**config.mk**
```make
export PLATFORM = sky130hd
export DESIGN_NAME = data_mem_responder_flat
export DESIGN_NICKNAME = d
export VERILOG_FILES = /design/src/rtl/data_mem_responder_if.sv /design/src/rtl/data_mem_responder.sv /design/src/flat_wrapper.sv
export SDC_FILE = /design/constraint.sdc
export NUM_CORES = 2
export LEC_CHECK = 0
export ABC_AREA = 0
export CORE_MARGIN = 2
export CORE_UTILIZATION = 55
export CTS_CLUSTER_DIAMETER = 100
export DETAILED_ROUTE_END_ITERATION = 8
export MAX_ROUTING_LAYER = met4
export PLACE_DENSITY = 0.72
export REMOVE_ABC_BUFFERS = 1
export SLEW_MARGIN = 20
export SYNTH_ARGS = -nofsm -noshare
export SYNTH_HDL_FRONTEND = slang
export SYNTH_SLANG_ARGS = --single-unit
```
**constraint.sdc**
```tcl
create_clock -name clk -period 8.85 [get_ports clk]
set_clock_uncertainty 0.1 [all_clocks]
set_input_delay 1.77 -clock clk [delete_from_list [all_inputs] [get_ports clk]]
set_output_delay 1.77 -clock clk [all_outputs]
set_load 0.02 [all_outputs]
```
**src/rtl/data_mem_responder_if.sv**
```systemverilog
// ----------------------------------------------------------------------------
// data_mem_responder_if
//   Memory-stage data bus between the pipeline (master) and a multi-cycle
//   data memory responder (slave).
//
//   Signals
//     addr      master -> slave  16  byte address; word index is addr[AW:1]
//     data_in   master -> slave  16  write data
//     rd        master -> slave   1  read request
//     wr        master -> slave   1  write request
//     data_out  slave -> master  16  read data, non-zero only in the done cycle
//     done      slave -> master   1  one-cycle completion pulse
//     stall     slave -> master   1  hold the request and freeze the pipeline
//     err       slave -> master   1  one-cycle pulse after an illegal request
// ----------------------------------------------------------------------------
interface data_mem_responder_if;
    logic [15:0] addr;
    logic [15:0] data_in;
    logic        rd;
    logic        wr;
    logic [15:0] data_out;
    logic        done;
    logic        stall;
    logic        err;

    modport master (
        output addr, data_in, rd, wr,
        input  data_out, done, stall, err
    );

    modport slave (
        input  addr, data_in, rd, wr,
        output data_out, done, stall, err
    );
endinterface

```
**src/rtl/data_mem_responder.sv**
```systemverilog
// ----------------------------------------------------------------------------
// data_mem_responder
//   Responder end of the memory-stage data interface. Accepts one read or
//   write request, stalls the requester for LAT cycles in total (counting the
//   acceptance cycle), then pulses done for one cycle with read data.
//
//   Parameters
//     AW   word-address width; storage is 2**AW words of 16 bits
//     LAT  cycles from request acceptance to done, 1..15
//
//   Ports
//     clk  clock, rising edge
//     rst  synchronous active-low reset
//     bus  data_mem_responder_if.slave (addr, data_in, rd, wr in;
//          data_out, done, stall, err out)
//
//   state  | meaning
//   -------+-----------------------------------------------------------
//   IDLE   | waiting; a legal request is accepted in this cycle
//   BUSY   | latency countdown on the captured request
//   DONE   | one-cycle completion; done=1, data_out valid for a read
//   BAD    | unreachable encoding; flags err and recovers to IDLE
// ----------------------------------------------------------------------------
module data_mem_responder #(
    parameter int AW  = 8,
    parameter int LAT = 3
) (
    input  logic                   clk,
    input  logic                   rst,
    data_mem_responder_if.slave    bus
);

    typedef enum logic [1:0] {
        ST_IDLE = 2'b00,
        ST_BUSY = 2'b01,
        ST_DONE = 2'b10,
        ST_BAD  = 2'b11
    } state_t;

    localparam logic [3:0] CNT_LOAD = 4'(LAT - 1);

    state_t          state_q, state_d;
    logic [3:0]      cnt_q, cnt_d;
    logic [AW-1:0]   idx_q, idx_d;
    logic [15:0]     wdata_q, wdata_d;
    logic            op_wr_q, op_wr_d;
    logic            err_q, err_d;
    logic [15:0]     dout_q;

    logic [15:0]     mem_q [2**AW];

    logic            req;
    logic            legal;
    logic            illegal;
    logic            stall;

    // Storage access performed on the edge that enters DONE. With LAT=1 that
    // edge is also the acceptance edge, so the live inputs are used instead
    // of the (not yet loaded) capture registers.
    logic            commit;
    logic [AW-1:0]   c_idx;
    logic [15:0]     c_data;
    logic            c_wr;

    assign req     = bus.rd | bus.wr;
    assign legal   = req & ~(bus.rd & bus.wr) & ~bus.addr[0];
    assign illegal = req & ((bus.rd & bus.wr) | bus.addr[0]);

    generate
        if (AW < 15) begin : g_unused_addr
            logic unused_addr_hi;
            assign unused_addr_hi = ^bus.addr[15:AW+1];
        end
    endgenerate

    always_comb begin
        state_d = state_q;
        cnt_d   = cnt_q;
        idx_d   = idx_q;
        wdata_d = wdata_q;
        op_wr_d = op_wr_q;
        err_d   = 1'b0;
        stall   = 1'b0;
        commit  = 1'b0;
        c_idx   = idx_q;
        c_data  = wdata_q;
        c_wr    = op_wr_q;

        case (state_q)
            ST_IDLE: begin
                if (legal) begin
                    stall   = 1'b1;
                    idx_d   = bus.addr[AW:1];
                    wdata_d = bus.data_in;
                    op_wr_d = bus.wr;
                    cnt_d   = CNT_LOAD;
                    if (LAT == 1) begin
                        state_d = ST_DONE;
                        commit  = 1'b1;
                        c_idx   = bus.addr[AW:1];
                        c_data  = bus.data_in;
                        c_wr    = bus.wr;
                    end else begin
                        state_d = ST_BUSY;
                    end
                end else if (illegal) begin
                    err_d = 1'b1;
                end
            end

            ST_BUSY: begin
                stall = 1'b1;
                cnt_d = cnt_q - 4'd1;
                // <= 1 rather than == 1 so a corrupted zero count cannot
                // wrap into a 16-cycle hang.
                if (cnt_q <= 4'd1) begin
                    state_d = ST_DONE;
                    commit  = 1'b1;
                end
            end

            ST_DONE: begin
                state_d = ST_IDLE;
            end

            default: begin
                err_d   = 1'b1;
                state_d = ST_IDLE;
            end
        endcase
    end

    always_ff @(posedge clk) begin
        if (!rst) begin
            state_q <= ST_IDLE;
            cnt_q   <= '0;
            idx_q   <= '0;
            wdata_q <= '0;
            op_wr_q <= 1'b0;
            err_q   <= 1'b0;
            dout_q  <= '0;
        end else begin
            state_q <= state_d;
            cnt_q   <= cnt_d;
            idx_q   <= idx_d;
            wdata_q <= wdata_d;
            op_wr_q <= op_wr_d;
            err_q   <= err_d;
            if (commit && !c_wr) begin
                dout_q <= mem_q[c_idx];
            end else begin
                dout_q <= '0;
            end
        end
    end

    // Storage is deliberately not cleared by reset; a reset that lands on
    // the commit edge suppresses the write.
    always_ff @(posedge clk) begin
        if (rst && commit && c_wr) begin
            mem_q[c_idx] <= c_data;
        end
    end

    assign bus.stall    = stall;
    assign bus.done     = (state_q == ST_DONE);
    assign bus.err      = err_q;
    assign bus.data_out = dout_q;

endmodule

```
**src/flat_wrapper.sv**
```systemverilog
// flat-port wrapper written by rule: the top's interface ports become plain ports
module data_mem_responder_flat 
#(
    parameter int AW  = 8,
    parameter int LAT = 3
)
  (clk, rst, bus_addr, bus_data_in, bus_rd, bus_wr, bus_data_out, bus_done, bus_stall, bus_err);
  data_mem_responder_if bus_i ();
  input  logic clk;
  input  logic rst;
  input wire logic [$bits(bus_i.addr)-1:0] bus_addr;
  input wire logic [$bits(bus_i.data_in)-1:0] bus_data_in;
  input wire logic [$bits(bus_i.rd)-1:0] bus_rd;
  input wire logic [$bits(bus_i.wr)-1:0] bus_wr;
  output wire logic [$bits(bus_i.data_out)-1:0] bus_data_out;
  output wire logic [$bits(bus_i.done)-1:0] bus_done;
  output wire logic [$bits(bus_i.stall)-1:0] bus_stall;
  output wire logic [$bits(bus_i.err)-1:0] bus_err;
  assign bus_i.addr = bus_addr;
  assign bus_i.data_in = bus_data_in;
  assign bus_i.rd = bus_rd;
  assign bus_i.wr = bus_wr;
  assign bus_data_out = bus_i.data_out;
  assign bus_done = bus_i.done;
  assign bus_stall = bus_i.stall;
  assign bus_err = bus_i.err;
  data_mem_responder #(.AW(AW), .LAT(LAT)) u_core (.clk(clk), .rst(rst), .bus(bus_i));
endmodule
```
======== Yosys cells after proc, flatten, opt, wreduce, memory -nomap -nowiden ========
Memory sizes are Yosys's and may differ from the RTL's. A register that Yosys moved wholly into a read port is not among the register bits.
Index checks and enable logic that the tools add are counted.
word-level totals
  register bits ........................... 32
  bits in latches ......................... 0
  memory bits (writable) .................. 4,096
  memory bits (read-only) ................. 0
  bits of input ports ..................... 36
  output and inout bits ................... 19
  logic and storage cells ................. 47
  memories ................................ 1
memory list
  memory        depth  bits a word  rd ports  clocked after memory_dff  write ports  RTL line                  source
  u_core.mem_q  256    16           1         1                         1            data_mem_responder.sv:50  logic [15:0] mem_q [2**AW];
cells by class
  $add $sub $neg .......................... 1
  multipliers ............................. 0
  divide/modulo/power cells ............... 0
  magnitude comparators ................... 1
  equal/unequal tests ..................... 4
  shifts and indexed selects .............. 0
  muxes and demuxes ....................... 14
  bitwise operators ....................... 8
  reduce and logical (&&, ||, !) cells .... 12
operators with widths
  cell                 number
  $pmux 4 s2           1
  $reduce_and 2->1     4
  $mux 1               7
  $and 1x1->1          4
  $le 4x1->1 const B   1
  $mux 2               2
  $mux 4               1
  $ne 2x1->1 const B   2
  $pmux 1 s2           2
  $pmux 2 s2           1
  $sub 4x1->4 const B  1
  $logic_and 1x1->1    3
  $eq 2x1->1 const B   1
  $eq 2x2->1 const B   1
  $logic_not 1->1      2
  $logic_not 2->1      1
  $not 1->1            2
  $or 1x1->1           2
  $reduce_bool 2->1    1
  $reduce_or 2->1      1

======== Depth between registers and ports, before layout ========
  depth after elaboration ................. 7
  mapped depth ............................ 13

======== Worst setup path before layout ========
No wires, ideal clock.
  path kind ............................... input -> output
  start point ............................. input bus_wr
  end point ............................... output bus_stall
  arrival time ............................ 2.497 ns
  data required time ...................... 6.980 ns
  setup slack ............................. 4.483 ns
  cell stages on the path ................. 4
  buffers on the path ..................... 0
  path through ............................ inv_1 ha_1 nand3b_1 nand2b_1
on the way
  longest elaborated chain between the ends .. 6
  elaborated cells on any way between the ends .. 7
ends and longest elaborated chain
  element                      RTL line                  source
  start: declaration           flat_wrapper.sv:14        input wire logic [$bits(bus_i.wr)-1:0] bus_wr;
  $and 1x1->1                  data_mem_responder.sv:66  assign legal = req & ~(bus.rd & bus.wr) & ~bus.addr[0];
  $not 1->1                    data_mem_responder.sv:66
  $and 1x1->1 * (2 in series)  data_mem_responder.sv:66
  $mux 1 *                     data_mem_responder.sv:91  if (legal) begin
  $pmux 1 s2 *                 data_mem_responder.sv:89  case (state_q)
  end: declaration             flat_wrapper.sv:17        output wire logic [$bits(bus_i.stall)-1:0] bus_stall;
Mark *: on every way between the ends. The rest lies on a longest branch, timed or not.

======== Final worst setup path ========
  start point ............................. input rst
  end point ............................... memory u_core.mem_q[224][2] (enable)
on the way
  longest elaborated chain between the ends .. 4
ends and longest elaborated chain
  element                          RTL line                   source
  start: declaration               flat_wrapper.sv:10         input logic rst;
  $logic_and 1x1->1 (2 in series)  data_mem_responder.sv:160  if (rst && commit && c_wr) begin
  $mux 1                           data_mem_responder.sv:160
  $mux 1 (implied by the code)     data_mem_responder.sv:161  mem_q[c_idx] <= c_data;
  end: declaration                 data_mem_responder.sv:50
Every way passes these cells.

==> results.cfg <==
[clocking]
postCtsSetupBuffers = 0
htree_num_levels = 5
cts.clk_slew.worst_paths_ns = 0.06
numCtsBuffers = 402
numClockSinks = 4144
cts_buffer_depth = 4
ctsHoldBuffers = 0
cts_resized = 0
clk_latency_ns = 0.98
cts_root_buf = clkbuf_16
cts_tree = yes

[die]
initial_utilization = 0.553
dieArea_um2 = 294000
io_pins = 55
die_h_um = 542
num_rows = 197
core_area_um2 = 288000
die_x_um = 542

[final_layout]
design_area_um2 = 179000
drive_gt1_frac = 0.218
final-instance-count-excl-fill = 12300
final_common_cell = edfxtp_1
final_nets = 8210
most-common-layout-cells = 4,096 x edfxtp_1, 717 x mux4_2, 599 x mux2i_1, 409 x clkbuf_16, 406 x nor2_1
fillCellCount = 19000
register_area_um2 = 124000
multi_input_area_um2 = 33100
area_delta_synth_final_pct = 12.5

[synthesis]
ys_ff_latch = 4144
synth-edff-count = 4096
ys_warn_count = 0
async_reset_ff_frac = 0
syn_area_per_cell_um2 = 20.5
ys.flop_type = edfxtp_1
synthDistinctLibCells = 55
syn_inst = 7783
syn_area_um2 = 159000
seq_area_frac_synth = 0.778

[grt]
grt_antenna_before_repair = 20
track_usage = 0.269
grt_pass1_vias = 79000
grt_pass1_wl_um = 555000
grt_max_degree = 201
grt-ovfl-total = 0

[power]
power.switching_mw = 8.71
power_density_nw_per_um2 = 229
power_frac_comb = 0.047
p_clk_frac = 0.423
vdd_ir_drop_max_uv = 185
sw_frac_of_total = 0.212
p_leak_nw = 52.6
seqPwrFrac = 0.530
p_int_mw = 32.4
power.total_mw = 41.1

[critical_path]
worstSetupEndpointType = flop
crit_path_max_fanout = 32
crit_top_cell = buf_4
r2r_end = u_core.bus.data_out[4]$_SDFF_PN0_
crit_start = rst
cp.required_ns = 9.38
cp_slowest_cell = nor4_2
critPathKind = in2reg
critical_path.max_stage_delay_ns = 0.67
r2r_cells = 7
cp.arrival_ns = 6.17
startpoint_type = input pin
crit_chain = clkdlybuf4s50_1 > buf_4 > nand2_1 > nor4_2 > nand2_1 > nor3_1 > nand2_2 > buf_4 > nor2_1 > buf_4
r2r_slack_ns = 3.34
timing.rr.start = u_core.c_idx[0]$_SDFFE_PN0P_

[placed_design]
dp.cells = 11500
post-place-ws_ns = 2.41
placed_cell_area_um2 = 166000
port_buffers = 47
dp_hpwl_um = 222000
place.gp.congestion = 0.893

[timing]
setup_ws_ns = 3.21
hold_viol_final = 0
worst_pin_slew_ns = 1.35
clock.fmax_ghz = 0.177
period_needed_ns = 5.64
maxSlewHeadroom = 0.0969
fin_crit_sh = 0.637
setup_viol = 0
drv_slew = 0
finalSetupTns_ns = 0
rsz0062_at_grt = false

[min_path]
whs_endpoint = u_core.state_q[1]$_SDFFE_PN0P_
hold_path_class = reg2reg
hold_depth = 2
hp-start = u_core.state_q[1]$_SDFFE_PN0P_

[flow_run]
cap_violations = 0

[route]
viasPerCell = 6.51
wire_per_inst_um = 31.4
drc = 0
wirelength_um = 387000
drtPass1Iterations = 7
drtIter0Drc = 11200
vias = 80100
ant_nets = 0

[run_status]
status = complete, no violations
per-layer routing:
layer,vias up,part of all wire,global-route usage
met3,685,0.096,0.0468
met1,42000,0.38,0.364
met2,4495,0.48,0.414
met5,-,0,-
met4,0,0.041,0.0998
li1,33000,-,-
cells by family (layout without fill, tap and decap cells):
logic type,count (synthesis),after routing,synth area share
buffers and inverters,495,1216,0.0153
flip-flops,4144,4144,0.778
AO/OA/AOI/OAI,821,821,0.0371
other,0,19,0
adder cells (fa/ha/maj),8,8,0.000628
XOR/XNOR,2,2,0.000110
AND/OR/NAND/NOR,918,918,0.0247
multiplexers,1395,1395,0.145
area by class of cell:
| cell class | instances | share of cell area |
|---|---|---|
| diodes | 19 | 0.000265 |
| clock inverters | 255 | 0.0163 |
| multi-input cells | 3144 | 0.185 |
| inverters | 41 | 0.000858 |
| clock buffers | 487 | 0.0592 |
| well taps | 3781 | 0.0264 |
| repair buffers | 433 | 0.0207 |
| flip-flops and latches | 4144 | 0.692 |
worst max-delay path: cells and delay by family:
family                 cells  cell delay [ns]
buffers and inverters      4             1.50
and+or+nand+nor            6             2.86
cell usage after synthesis (22+ instances only):
cell type / n / area share
dfxtp_1: 48 / 0.0060
buf_4: 44 / 0.0021
nand2b_1: 23 / 0.00090
o21ai_0: 22 / 0.00069
mux2_2: 79 / 0.0056
mux4_2: 717 / 0.10
a221o_1: 32 / 0.0020
a21oi_1: 130 / 0.0041
buf_6: 24 / 0.0017
buf_1: 27 / 0.00064
a211oi_1: 32 / 0.0015
nor2b_1: 30 / 0.0012
nor2_1: 416 / 0.0098
o22ai_1: 157 / 0.0062
mux2i_1: 599 / 0.038
nand3_1: 74 / 0.0023
nand2_1: 277 / 0.0065
buf_2: 189 / 0.0059
a221oi_1: 63 / 0.0035
a21boi_0: 26 / 0.0012
clkbuf_1: 170 / 0.0040
nor3_1: 34 / 0.0011
a22oi_1: 229 / 0.011
inv_1: 40 / 0.00094
edfxtp_1: 4096 / 0.77
metrics by stage:
step	hold WS, ns	utilization
after detailed placement	0.409	0.575
after global routing	0.437	0.622
final	0.420	0.622
after floorplan	0.360	-
after CTS	0.423	0.622
after global placement	0.374	0.575
worst max-delay path by stage:
| stage | to | slack [ns] | cells past startpoint |
|---|---|---|---|
| after floorplan | u_core.bus.data_out[9]$_SDFF_PN0_ | -35.38 | 6 |
| after global placement | u_core.mem_q[224][13]$_DFFE_PP_ | 2.14 | 10 |
| after detailed placement | u_core.mem_q[224][2]$_DFFE_PP_ | 2.41 | 10 |
| after CTS | u_core.bus.data_out[4]$_SDFF_PN0_ | 3.31 | 7 |
| after global routing | u_core.bus.data_out[4]$_SDFF_PN0_ | 3.05 | 7 |
| final | u_core.mem_q[224][2]$_DFFE_PP_ | 3.21 | 10 |
power by group through the flow:
| stage | sequential (mW) | combinational [mW] | clock [mW] |
|---|---|---|---|
| 4_1_cts | 21.8 | 1.90 | 17.6 |
| 3_5_place_dp | 22.2 | 1.89 | 0 |
| 3_3_place_gp | 22.2 | 1.84 | 0 |
| 5_1_grt | 21.8 | 2.01 | 18.3 |
| 6_report | 21.8 | 1.92 | 17.4 |
| 2_1_floorplan | 22.5 | 2.93 | 0 |
state kept, by name (all words and copies together), names as in the netlist:
| name | flops |
|---|---|
| u_core.bus.err | 1 |
| u_core.c_data | 16 |
| u_core.c_wr | 1 |
| u_core.cnt_q | 4 |
| u_core.c_idx | 8 |
| u_core.mem_q | 4096 |
| u_core.bus.data_out | 16 |
| u_core.state_q | 2 |
No activity file was read; power rests on OpenSTA's default activity.
